$ cat src/rtl/hit_judge.sv
// Hit judge: debounces pad buttons, judges presses against lane arrows and
// serialises the resulting hit/miss events into separated pulses for score.
module hit_judge #(
  parameter int                  NUM_LANES       = 4,
  parameter int                  DEBOUNCE_CYCLES = 500000,
  parameter int                  PULSE_CYCLES    = 2,
  parameter int                  GAP_CYCLES      = 2,
  parameter int                  PEND_BITS       = 4,
  parameter int                  STATE_BITS      = 2,
  parameter logic [STATE_BITS:0] STATE_RESET     = 3'd0,
  parameter logic [STATE_BITS:0] STATE_GAME      = 3'd2
) (
  input  logic                  clk,
  input  logic                  rst_n,
  input  logic [STATE_BITS:0]   state,
  input  logic [NUM_LANES-1:0]  buttons,
  input  logic [NUM_LANES-1:0]  arrow_in_zone,
  input  logic [NUM_LANES-1:0]  arrow_passed,
  output logic [NUM_LANES-1:0]  arrow_clear,
  output logic                  correctHit,
  output logic                  incorrectHit,
  output logic                  overflow
);

  localparam int DBW    = $clog2(DEBOUNCE_CYCLES + 1);
  localparam int PH_MAX = (PULSE_CYCLES > GAP_CYCLES) ? PULSE_CYCLES : GAP_CYCLES;
  localparam int PHW    = (PH_MAX > 1) ? $clog2(PH_MAX) : 1;
  localparam int CNTW   = $clog2(NUM_LANES + 1);
  localparam int SW     = PEND_BITS + CNTW + 1;

  localparam logic [DBW-1:0]       DB_LAST    = DBW'(DEBOUNCE_CYCLES - 1);
  localparam logic [PHW-1:0]       PULSE_LAST = PHW'(PULSE_CYCLES - 1);
  localparam logic [PHW-1:0]       GAP_LAST   = PHW'(GAP_CYCLES - 1);
  localparam logic [PEND_BITS-1:0] PEND_MAX   = '1;

  typedef enum logic [1:0] {IDLE = 2'd0, HIGH = 2'd1, GAP = 2'd2} fsm_t;

  function automatic logic [CNTW-1:0] popcount(input logic [NUM_LANES-1:0] v);
    logic [CNTW-1:0] n;
    n = '0;
    for (int i = 0; i < NUM_LANES; i++) n = n + CNTW'(v[i]);
    return n;
  endfunction

  // Returns {saturated, next_count}; decrement is only requested when cur > 0.
  function automatic logic [PEND_BITS:0] pend_next(input logic [PEND_BITS-1:0] cur,
                                                   input logic [CNTW-1:0] add,
                                                   input logic dec);
    logic [SW-1:0] sum;
    sum = SW'(cur) + SW'(add) - SW'(dec);
    if (sum > SW'(PEND_MAX)) return {1'b1, PEND_MAX};
    else                     return {1'b0, sum[PEND_BITS-1:0]};
  endfunction

  logic [NUM_LANES-1:0] sync1_r, sync2_r, stable_r, press_r;
  logic [DBW-1:0]       db_cnt_r [NUM_LANES];
  logic [NUM_LANES-1:0] hit_s, miss_s, clear_r;
  logic [CNTW-1:0]      new_c_s, new_i_s;
  logic [PEND_BITS-1:0] pend_c_r, pend_i_r;
  logic [PEND_BITS:0]   pc_nx_s, pi_nx_s;
  logic                 ovf_r, in_game_s, in_reset_s;
  fsm_t                 fsm_r, fsm_n_s;
  logic [PHW-1:0]       ph_r, ph_n_s;
  logic                 chit_r, ihit_r, chit_n_s, ihit_n_s, dec_c_s, dec_i_s;

  // Synchronizer, debounce counters and press edge detection per lane
  always_ff @(posedge clk or negedge rst_n) begin
    if (!rst_n) begin
      sync1_r  <= '0;
      sync2_r  <= '0;
      stable_r <= '0;
      press_r  <= '0;
      for (int i = 0; i < NUM_LANES; i++) db_cnt_r[i] <= '0;
    end else begin
      sync1_r <= buttons;
      sync2_r <= sync1_r;
      press_r <= '0;
      for (int i = 0; i < NUM_LANES; i++) begin
        if (sync2_r[i] != stable_r[i]) begin
          if (db_cnt_r[i] == DB_LAST) begin
            db_cnt_r[i] <= '0;
            stable_r[i] <= sync2_r[i];
            press_r[i]  <= sync2_r[i];
          end else begin
            db_cnt_r[i] <= db_cnt_r[i] + 1'b1;
          end
        end else begin
          db_cnt_r[i] <= '0;
        end
      end
    end
  end

  assign in_game_s  = (state == STATE_GAME);
  assign in_reset_s = (state == STATE_RESET);
  // A hit on a lane suppresses the pass-miss of that same lane.
  assign hit_s   = press_r & arrow_in_zone & {NUM_LANES{in_game_s}};
  assign miss_s  = ((press_r & ~arrow_in_zone) | (arrow_passed & ~(press_r & arrow_in_zone)))
                   & {NUM_LANES{in_game_s}};
  assign new_c_s = popcount(hit_s);
  assign new_i_s = popcount(miss_s);
  assign pc_nx_s = pend_next(pend_c_r, new_c_s, dec_c_s);
  assign pi_nx_s = pend_next(pend_i_r, new_i_s, dec_i_s);

  // Pending counters, sticky overflow and arrow removal strobe
  always_ff @(posedge clk or negedge rst_n) begin
    if (!rst_n) begin
      pend_c_r <= '0;
      pend_i_r <= '0;
      ovf_r    <= 1'b0;
      clear_r  <= '0;
    end else if (in_reset_s) begin
      pend_c_r <= '0;
      pend_i_r <= '0;
      ovf_r    <= 1'b0;
      clear_r  <= '0;
    end else begin
      pend_c_r <= pc_nx_s[PEND_BITS-1:0];
      pend_i_r <= pi_nx_s[PEND_BITS-1:0];
      ovf_r    <= ovf_r | pc_nx_s[PEND_BITS] | pi_nx_s[PEND_BITS];
      clear_r  <= hit_s;
    end
  end

  // Output FSM state and registered pulse outputs
  always_ff @(posedge clk or negedge rst_n) begin
    if (!rst_n) begin
      fsm_r  <= IDLE;
      ph_r   <= '0;
      chit_r <= 1'b0;
      ihit_r <= 1'b0;
    end else begin
      fsm_r  <= fsm_n_s;
      ph_r   <= ph_n_s;
      chit_r <= chit_n_s;
      ihit_r <= ihit_n_s;
    end
  end

  // Next-state logic: misses drain before hits, each pulse followed by a gap
  always_comb begin
    fsm_n_s  = fsm_r;
    ph_n_s   = ph_r;
    chit_n_s = 1'b0;
    ihit_n_s = 1'b0;
    dec_c_s  = 1'b0;
    dec_i_s  = 1'b0;
    if (in_reset_s) begin
      fsm_n_s = IDLE;
      ph_n_s  = '0;
    end else begin
      case (fsm_r)
        IDLE: begin
          ph_n_s = '0;
          if (pend_i_r != '0) begin
            dec_i_s  = 1'b1;
            ihit_n_s = 1'b1;
            fsm_n_s  = HIGH;
          end else if (pend_c_r != '0) begin
            dec_c_s  = 1'b1;
            chit_n_s = 1'b1;
            fsm_n_s  = HIGH;
          end else begin
            fsm_n_s = IDLE;
          end
        end
        HIGH: begin
          if (ph_r == PULSE_LAST) begin
            ph_n_s  = '0;
            fsm_n_s = GAP;
          end else begin
            ph_n_s   = ph_r + 1'b1;
            chit_n_s = chit_r;
            ihit_n_s = ihit_r;
          end
        end
        GAP: begin
          if (ph_r == GAP_LAST) begin
            ph_n_s  = '0;
            fsm_n_s = IDLE;
          end else begin
            ph_n_s = ph_r + 1'b1;
          end
        end
        default: begin
          fsm_n_s = IDLE;
          ph_n_s  = '0;
        end
      endcase
    end
  end

  assign arrow_clear  = clear_r;
  assign correctHit   = chit_r;
  assign incorrectHit = ihit_r;
  assign overflow     = ovf_r;

endmodule

$ cat config.mk
export PLATFORM = sky130hd
export DESIGN_NAME = hit_judge
export DESIGN_NICKNAME = d
export VERILOG_FILES = /design/src/rtl/hit_judge.sv
export SDC_FILE = /design/constraint.sdc
export NUM_CORES = 1
export LEC_CHECK = 0
export ABC_CLOCK_PERIOD_IN_PS = 4420
export CAP_MARGIN = 5
export CORE_MARGIN = 1.5
export CORE_UTILIZATION = 61
export CTS_CLUSTER_DIAMETER = 60
export CTS_CLUSTER_SIZE = 25
export DETAILED_ROUTE_END_ITERATION = 16
export GPL_TIMING_DRIVEN = 0
export PLACE_DENSITY_LB_ADDON = 0.08
export SETUP_SLACK_MARGIN = 0.02
export SLEW_MARGIN = 20
export SYNTH_ARGS = -nofsm -noshare
export SYNTH_HDL_FRONTEND = slang
export SYNTH_SLANG_ARGS = --single-unit
$ cat constraint.sdc
create_clock -name clk -period 4.42 [get_ports clk]
set_input_delay 0.884 -clock clk [delete_from_list [all_inputs] [get_ports clk]]
set_output_delay 0.884 -clock clk [all_outputs]
set_load 0.02 [all_outputs]
After elaboration in Yosys (flattened, before gate mapping)
Cells that the tools add are included.
Storage, ports and cells
  flip-flop bits (word level): 110
  input bits: 17
  output and inout bits: 7
Cells by class
  add/subtract/negate cells: 15
  order comparisons: 2
  eq/ne operators: 13
  mux-type cells: 43
  bitwise operators: 10
  reduce and logical (&&, ||, !) cells: 10
Operators with widths (count)
  $mux 19: 8
  $add 19x1->19 const B: 4
  $eq 19x19->1 const B: 4
  $mux 1: 24
  $and 4x4->4: 5
  $gt 8x4->1 const B: 2
  $mux 4: 3
  $sub 5x1->6: 2
  $add 4x3->5: 2
  $mux 5: 2
  $reduce_and 2->1: 5
  $not 4->4: 2
  $reduce_bool 4->1: 2
  $add 2x1->3: 2
  $add 3x1->3: 2
  $mux 2: 3
  $ne 3x3->1 const B: 2
  $pmux 2 s3: 1
  $add 1x1->2: 2
  $ne 1x1->1: 4
  $or 4x4->4: 1
  $pmux 1 s2: 2
  $eq 3x2->1 const B: 1
  $logic_not 3->1: 1
  6 further kinds: 7

Logic depth before layout (Yosys ltp)
Gate-level depths: netlist (run 1).
  depth after elaboration: 14
  depth in mapped cells: 16

Least setup slack after synthesis (run 1)
OpenSTA, ideal clock, no wires.
  kind: input to register
  from: input port state[0]
  to: register ovf_r, in the netlist overflow
  setup time: 0.081 ns
  arrival time: 4.265 ns
  setup slack: 0.073 ns
  stages on the path: 14
  buffers on the path: 0
  cells stage by stage: nor3b_1 nand3_1 ha_1 fa_1 inv_1 fa_1 inv_1 fa_1 nor2b_4 o21a_1 o21a_1 or2_0 a311o_1 a31oi_2
On the way
  cells in the longest elaborated chain, start to end: 12
Ends and longest elaborated chain
  from (decl): RTL line 15  | input logic [STATE_BITS:0] state,
  $eq 3x2->1: RTL line 94  | assign in_game_s = (state == STATE_GAME);
  $and 4x4->4: RTL line 97  | assign hit_s = press_r & arrow_in_zone & {NUM_LANES{in_game_s}};
  $add 1x1->2: RTL line 41  | for (int i = 0; i < NUM_LANES; i++) n = n + CNTW'(v[i]);
  $add 2x1->3: RTL line 41
  $add 3x1->3: RTL line 41
  $add 4x3->5: RTL line 50  | sum = SW'(cur) + SW'(add) - SW'(dec);
  $sub 5x1->6: RTL line 50
  $gt 8x4->1: RTL line 51  | if (sum > SW'(PEND_MAX)) return {1'b1, PEND_MAX};
  $mux 5: RTL line 51
  $or 1x1->1 (2 in series): RTL line 120  | ovf_r <= ovf_r | pc_nx_s[PEND_BITS] | pi_nx_s[PEND_BITS];
  $mux 1 (*): RTL line 112  | end else if (in_reset_s) begin
  to (signal assigned): RTL line 120
  to (decl): RTL line 61  | logic ovf_r, in_game_s, in_reset_s;
Mark *: on every way between the ends. The rest lies on a longest branch, timed or not.
A chain may end at the register's enable or synchronous reset.

Worst setup path after layout (run 1)
  from: register pend_i_r[3]
  to: register pend_c_r[0]
On the way
  cells in the longest elaborated chain, start to end: 8
Ends and longest elaborated chain
  from (decl): RTL line 59  | logic [PEND_BITS-1:0] pend_c_r, pend_i_r;
  from (signal assigned): RTL line 119  | pend_i_r <= pi_nx_s[PEND_BITS-1:0];
  $reduce_bool 4->1 (*): RTL line 155  | if (pend_i_r != '0) begin
  $mux 1 (*): RTL line 155
  $mux 1 (*): RTL line 152  | case (fsm_r)
  $mux 1 (*): RTL line 148  | if (in_reset_s) begin
  $sub 5x1->6 (*): RTL line 50
  $gt 8x4->1: RTL line 51
  $mux 5 (*): RTL line 51
  $mux 4 (*): RTL line 112
  to (signal assigned): RTL line 118  | pend_c_r <= pc_nx_s[PEND_BITS-1:0];
  to (decl): RTL line 59
Marked as above.

==> metrics.md, run 1 <==
| Metric | Value |
|---|---|
| Clk sinks | `110` |
| Leak pwr | `2.86 nW` |
| Seq cells post-synth | `110` |
| Clock latency on the worst-skew pair | `350 ps` |
| Grt met2 use | `36.0%` |
| Mapped Avg Cell Area | `around 10 sq um` |
| Post-synth top flop | `dfrtp_1` |
| Core Box Area | `8760 sq um` |
| Via count of the first global-routing pass | `3800` |
| Maximum VDD drop | `0.205 mV` |
| Design Area, Final | `around 6000 sq um` |
| Slowest stage cell on the critical path | `fa_1` |
| # diodes | `0` |
| Number of port buffers | `23` |
| Power density over the cells | `389 nW/um^2` |
| HPWL after detailed placement | `6870 microns` |
| Via count | `3783` |
| Hold_sp | `sync1_r[1]$_DFF_PN0_` |
| R2R Setup Slk | `330 ps` |
| Count of unique library cells instantiated by Yosys | `46` |
| Root buffer cell | `clkbuf_8` |
| Die Wd | `98.1 microns` |
| Hold Path Depth | `0` |
| Worst Setup Start Kind | `flip-flop` |
| Fin nets | `620` |
| Die area | `9630 sq um` |
| Seq/Total Area, Yosys | `49.9%` |
| Mapped Area | `roughly 5500 sq um` |
| Synth Instances | `535` |
| Drt first-iter violations | `about 110` |
| Row count | `34` |
| Cells along the critical path | `inv_1, ha_1, nand2_1, nor4b_4, ha_1, fa_1, inv_1, fa_1, inv_1, fa_2, nor2b_4, o21a_1, o21a_1, or2_0, a311o_1, a21oi_1` |
| Fillers | `660` |
| CP max stage delay | `500 ps` |
| Fin crit period | `4090 ps` |
| Status | `finished clean` |
| Top Ports | `24` |
| Starting Density | `63.0%` |
| Area of the multi-input gates | `~2600 sq um` |
| Layout area overhead | `11.6%` |
| Clock Tree Buf Depth | `2` |
| First-pass GRT wire length | `17200 microns` |
| Worst reg2reg path endpoint | `pend_c_r[0]$_DFF_PN0_` |
| Final Slew Violations | `0` |
| DP Area | `around 5900 sq um` |
| Met1 GRT Util | `around 30%` |
| Mapped Nets | `between 500 and 600` |
| Initial antenna violation count | `0` |
| Die Y | `approximately 98 microns` |
| HP Class | `reg -> reg` |
| WL per Instance | `approximately 14 microns` |
| CP delay by family, top | `adder cells` |
| Final setup viols | `0` |
| GPL Wtd Cong | `0.852` |
| Min-Delay Endpoint | `sync2_r[1]$_DFF_PN0_` |
| Met3 Use GR | `5.30%` |
| Post-synth EDFFs | `0` |
| Grt ovf | `0` |
| Slew @ Worst Pin | `798 ps` |
| Largest net degree at the start of global routing | `58` |
| Register area | `2750 sq um` |
| Max transition margin | `46.3%` |
| Yosys Warn Count | `0` |
| Clock skew | `8.31 ps` |
| Worst EP required | `4700 ps` |
| Clock transition at the registers of the reported paths | `90 ps` |
| Fin crit share | `around 93%` |
| DRC viols | `0` |
| R2r startpoint | `pend_i_r[3]$_DFF_PN0_` |
| Asr flop ratio synth | `100%` |
| GRT Max-Usage Layer | `met2` |
| R2R cell count | `16` |
| Fmax | `0.244 GHz` |
| MaxCap Viol Count | `0` |
| CP most frequent cell | `inv_1` |
| DR pass1 iterations | `4` |
| DRT antenna net count | `0` |
| CP max FO | `7` |
| Fin. Hold Viols | `0` |
| Layout cells sized above 1 | `7.80%` |
| CP arrival | `4370 ps` |
| Depth of the CTS H-tree | `3` |
| RSZ-0062 raised after global routing | `false` |
| Worst Setup End Kind | `flip-flop` |
| Routed WL | `9640 microns` |
| Total Power | `about 2.4 mW` |
| Vias per cell | `5.52` |
| Crit Path Category | `reg -> reg` |
| Buf/Inv on CP | `3` |
| Total CTS buffers | `9` |
| CTS tree | `yes` |
| GRT Overall Usage | `22.0%` |
==> cells by family (layout without fill, tap and decap cells) <==
kind of cell / Yosys count / count (layout) / share of synthesized area [%]
AO/OA/AOI/OAI: 28 / 28 / 3.38
XOR/XNOR: 76 / 76 / 12.1
multiplexers: 10 / 10 / 1.95
flip-flops: 110 / 110 / 49.9
buffers and inverters: 40 / 82 / 2.97
adder cells (fa/ha/maj): 30 / 30 / 7.62
AND/OR/NAND/NOR: 241 / 241 / 22.1
==> cell usage after synthesis, types with 2 or more instances <==
cell type    n  area, sq um
a31o_2       2         17.5
o21a_1       2         15.0
xnor2_1     25          219
a21oi_1     13         65.1
nor4_1       7         43.8
ha_1        24          300
nand4b_1     3         26.3
a21o_1       2         15.0
nor4b_1      3         26.3
nand2_1     29          109
nand4_1     17          106
nor2b_1      3         18.8
nor3b_1      5         37.5
dfrtp_1    110         2750
nor2_1      92          345
or2_2        2         12.5
buf_2        5         25.0
and3_1      17          106
mux2i_1      4         40.0
and3b_1      3         26.3
o21ai_0      2         10.0
fa_1         6          120
and4_1       6         52.6
xor2_1      51          447
nand3_1     34          170
nor3_1       9         45.0
mux2_2       6         67.6
and2_1       3         18.8
inv_1       33          124
==> worst reg2reg max path: stages (launching register included) <==
cell and delay (ps):
dfrtp_1 410, inv_1 110, ha_1 270, nand2_1 140
nor4b_4 350, ha_1 300, fa_1 500, inv_1 50
fa_1 380, inv_1 100, fa_2 240, nor2b_4 60
o21a_1 200, o21a_1 170, or2_0 210, a311o_1 360
a21oi_1 180
==> cells in the final DEF (no fill, tap or decap), drive strengths merged, types with 10 or more instances in the layout <==
| cell | synthesis | final |
|---|---|---|
| and3 | 17 | 17 |
| nor2 | 92 | 92 |
| clkbuf | 1 | 11 |
| buf | 6 | 11 |
| nor3 | 10 | 10 |
| xor2 | 51 | 51 |
| xnor2 | 25 | 25 |
| nand4 | 18 | 18 |
| nand3 | 34 | 34 |
| a21oi | 13 | 13 |
| ha | 24 | 24 |
| dfrtp | 110 | 110 |
| inv | 33 | 33 |
| clkdlybuf4s50 | 0 | 19 |
| nand2 | 30 | 30 |
==> sequential cells by signal, indices dropped and copies added, names as in the netlist <==
register and count:
pend_i_r 4, fsm_r 2, press_r 4, arrow_clear 4, correctHit 1, incorrectHit 1, db_cnt_r 76, pend_c_r 4
ph_r 1, sync1_r 4, overflow 1, sync2_r 4, stable_r 4
==> final cells by class <==
type / instances / share of cell area, %
sequential: 110 / 44.7
multi-input combinational: 385 / 42.9
timing repair buffer: 27 / 4.69
clock buffer: 10 / 2.24
tap: 108 / 2.19
inverter: 33 / 2.01
buffer: 7 / 0.650
clock inverter: 5 / 0.589
==> power breakdown <==
group	switching, mW	internal, mW
sequential	0.0423	1.07
clock	0.321	0.217
combinational	0.410	0.332
total	0.773	1.62
==> per-stage QoR <==
stage	hold WS [ps]	TNS [ps]	cells	setup WS [ps]	utilization, %
6_report	366	0	685	330	70.3
3_5_place_dp	347	-6230	667	-848	67.5
5_1_grt	374	0	685	95.5	70.3
3_3_place_gp	333	-181170	666	-1600	67.1
2_1_floorplan	331	0	535	73.5	-
4_1_cts	370	0	684	30.4	70.1
==> timing repair <==
item	CTS	global route
resized for setup	6	4
hold buffers	0	0
endpoints found under the setup margin	9	9
pin swaps	1	3
buffers inserted	2	1
==> worst max path at each step <==
| stage | startpoint | endpoint | slack [ps] | depth (start not counted) |
|---|---|---|---|---|
| after floorplan | state[0] | overflow$_DFF_PN0_ | 70 | 14 |
| after global placement | rst_n | db_cnt_r[69]$_DFF_PN0_ | -1600 | 1 |
| after detailed placement | state[1] | overflow$_DFF_PN0_ | -850 | 15 |
| after global routing | pend_i_r[3]$_DFF_PN0_ | pend_c_r[0]$_DFF_PN0_ | 100 | 16 |
| final | pend_i_r[3]$_DFF_PN0_ | pend_c_r[0]$_DFF_PN0_ | 330 | 16 |
| after CTS | state[0] | overflow$_DFF_PN0_ | 30 | 15 |
==> metal layers <==
metal | wire length (microns) | share of wire [%]
met5 | 0 | 0
met4 | 84 | 0.87
met3 | 377 | 3.9
met2 | 4650 | 48
met1 | 4530 | 47
Power figures use the tool's default switching activity.
==> run 2: changes to the inputs <==
Settings changed: CORE_UTILIZATION 61 to 50.
==> run 2 against run 1 <==
Design area grew 1.3%. Critical endpoint unchanged. Wire length grew 1.2%. Largest cell class unchanged. Final cell count grew 4.7%. Utilization shrank 12 points. Register-to-register slack gained 50 ps. Global-route usage shrank 3.2 points. Via count grew 0.71%. Sequential share of layout area shrank 0.58 points. Clock power grew 27%. Clock skew grew 1.1 ps. Combinational power shrank 1%. Largest power group unchanged. Clock-buffer cell count is the same. Highest routed layer unchanged.
==> metrics.md, run 2 (synthesized netlist as in run 1, its figures left out) <==
| Metric | Value |
|---|---|
| Starting Density | `51.1%` |
| Largest net degree at the start of global routing | `65` |
| Setup tns final | `0 ps` |
| Final setup viols | `0` |
| RSZ-0062 raised after global routing | `false` |
| MaxCap Viol Count | `0` |
| Crit Path Category | `in -> reg` |
| Clock skew | `9.41 ps` |
| Routed WL | `between 9000 and 10000 microns` |
| Maximum VDD drop | `0.253 mV` |
| Worst Setup Start Kind | `input port` |
| Final Slew Violations | `0` |
| HPWL after detailed placement | `6900 microns` |
| Min-Delay Endpoint | `sync2_r[0]$_DFF_PN0_` |
| Max layer used | `met4` |
| Worst reg2reg path endpoint | `pend_c_r[0]$_DFF_PN0_` |
| DP Area | `5950 sq um` |
| Layout area overhead | `13.0%` |
| Clk sinks | `110` |
| Max FFs per register | `76` |
| Layout cells sized above 1 | `7.80%` |
| Most frequent cells in the layout | `110 x dfrtp_1, 92 x nor2_1, 51 x xor2_1` |
| Non-filler cells in the finished layout | `roughly 720` |
| Design Area, Final | `6240 sq um` |
| Max transition margin | `37.8%` |
| Row count | `38` |
| Fmax | `around 0.23 GHz` |
| Routed met2 length | `4410 microns` |
| Post-Route M1 WL | `4840 microns` |
| Worst EP required | `4720 ps` |
| Power density over the cells | `406 nW/um^2` |
| Clock transition at the registers of the reported paths | `roughly 100 ps` |
| DR pass1 iterations | `4` |
| Depth of the CTS H-tree | `3` |
| Die Y | `around 110 microns` |
| Leading cell type in the layout, fill and taps excluded | `dfrtp_1` |
| GRT Overall Usage | `18.9%` |
| Hold_sp | `sync1_r[0]$_DFF_PN0_` |
| Status | `finished clean` |
| Initial antenna violation count | `0` |
| CTS tree | `yes` |
| Die Wd | `108 microns` |
| GPL Wtd Cong | `0.764` |
| Leak pwr | `2.87 nW` |
| Total CTS buffers | `9` |
| Grt ovf | `0` |
| Fin. Hold Viols | `0` |
| R2R Setup Slk | `380 ps` |
| Via count of the first global-routing pass | `~3800` |
| Drt first-iter violations | `175` |
| Met3 wire len | `384 microns` |
| Fin crit share | `96.5%` |
| R2R cell count | `16` |
| Most flops, register | `db_cnt_r` |
| Final setup margin | `~160 ps` |
| DRT antenna net count | `0` |
| Via count | `~3800` |
| Root buffer cell | `clkbuf_8` |
| Number of port buffers | `23` |
| Core Box Area | `10800 sq um` |
| CP arrival | `4570 ps` |
| Die area | `around 12000 sq um` |
| WL per Instance | `around 14 microns` |
| Slew @ Worst Pin | `925 ps` |
| Place WS | `-862 ps` |
| DRC viols | `0` |
| # diodes | `0` |
| R2r startpoint | `pend_i_r[3]$_DFF_PN0_` |
| HP Class | `reg -> reg` |
| Clock Tree Buf Depth | `2` |
| CP max FO | `5` |
| Fin crit period | `4260 ps` |
| Vias per cell | `~5.3` |
| Fin util | `57.8%` |
| Fin nets | `619` |
| Clock latency on the worst-skew pair | `390 ps` |
| DP Cell Count | `699` |
| Worst Setup End Kind | `flip-flop` |
| Top Ports | `24` |
| CTS Hold Bufs | `0` |
| First-pass GRT wire length | `17400 microns` |
| Fillers | `905` |
| Hold Path Depth | `0` |
==> run 2: cell types whose count changed in the layout (fill, tap and decap cells not counted), sizes merged <==
cell | before | now
clkinv | 2 | 1
buf | 11 | 10
inv | 33 | 35
clkdlybuf4s50 | 19 | 21
bufinv | 0 | 2
clkinvlp | 3 | 1
dlymetal6s2s | 3 | 1
==> run 2: worst max path at each step <==
| stage | startpoint | to | slack, ps | cells after the start |
|---|---|---|---|---|
| finish | state[2] | pend_c_r[0]$_DFF_PN0_ | 160 | 15 |
| CTS | state[0] | pend_c_r[0]$_DFF_PN0_ | 60 | 15 |
| floorplan | state[0] | overflow$_DFF_PN0_ | 70 | 14 |
| detailed placement | state[1] | pend_c_r[0]$_DFF_PN0_ | -860 | 15 |
| global placement | rst_n | db_cnt_r[50]$_DFF_PN0_ | -1700 | 1 |
| global route | state[1] | pend_c_r[1]$_DFF_PN0_ | 30 | 15 |
==> run 2: critical path, stage by stage <==
cell	delay (ps)
clkdlybuf4s50_1	570
nor3_4	80
nor4b_4	310
ha_1	290
fa_1	500
inv_1	50
fa_1	370
inv_1	80
fa_2	230
nor2b_4	60
o21a_1	200
o21a_1	170
or2_0	210
a311o_1	360
a21oi_1	190
==> run 2: stage by stage <==
step	hold slack (ps)	power, mW
floorplan	331	1.68
global placement	334	1.83
detailed placement	339	1.86
CTS	365	2.57
global route	376	2.71
finish	363	2.53
==> run 2: area by class of cell <==
type / instances / area [sq um] / area share, %
buffer: 7 / 40.0 / 0.642
inverter: 33 / 124 / 1.99
tap: 140 / 175 / 2.81
multi-input combinational: 385 / 2640 / 42.4
sequential: 110 / 2750 / 44.1
clock inverter: 6 / 90.1 / 1.44
clock buffer: 10 / 138 / 2.21
timing repair buffer: 26 / 277 / 4.43
==> run 2: repair_timing <==
item / in CTS / in global routing
resized for setup: 6 / 2
buffers inserted: 2 / 0
setup endpoints to repair: 9 / 5
pin swaps: 1 / 1
==> run 2: report_power, final <==
group / switching (mW) / total (mW) / internal [mW] / leakage [nW]
clock: 0.348 / 0.685 / 0.338 / 0.113
combinational: 0.404 / 0.732 / 0.328 / 1.29
sequential: 0.0416 / 1.11 / 1.07 / 1.47
==> run 2: metal layers <==
metal	up-vias	track usage (%)
li1	1868	-
met1	1876	25.3
met2	53	29.9
met3	13	5.79
met4	0	4.89
met5	-	0
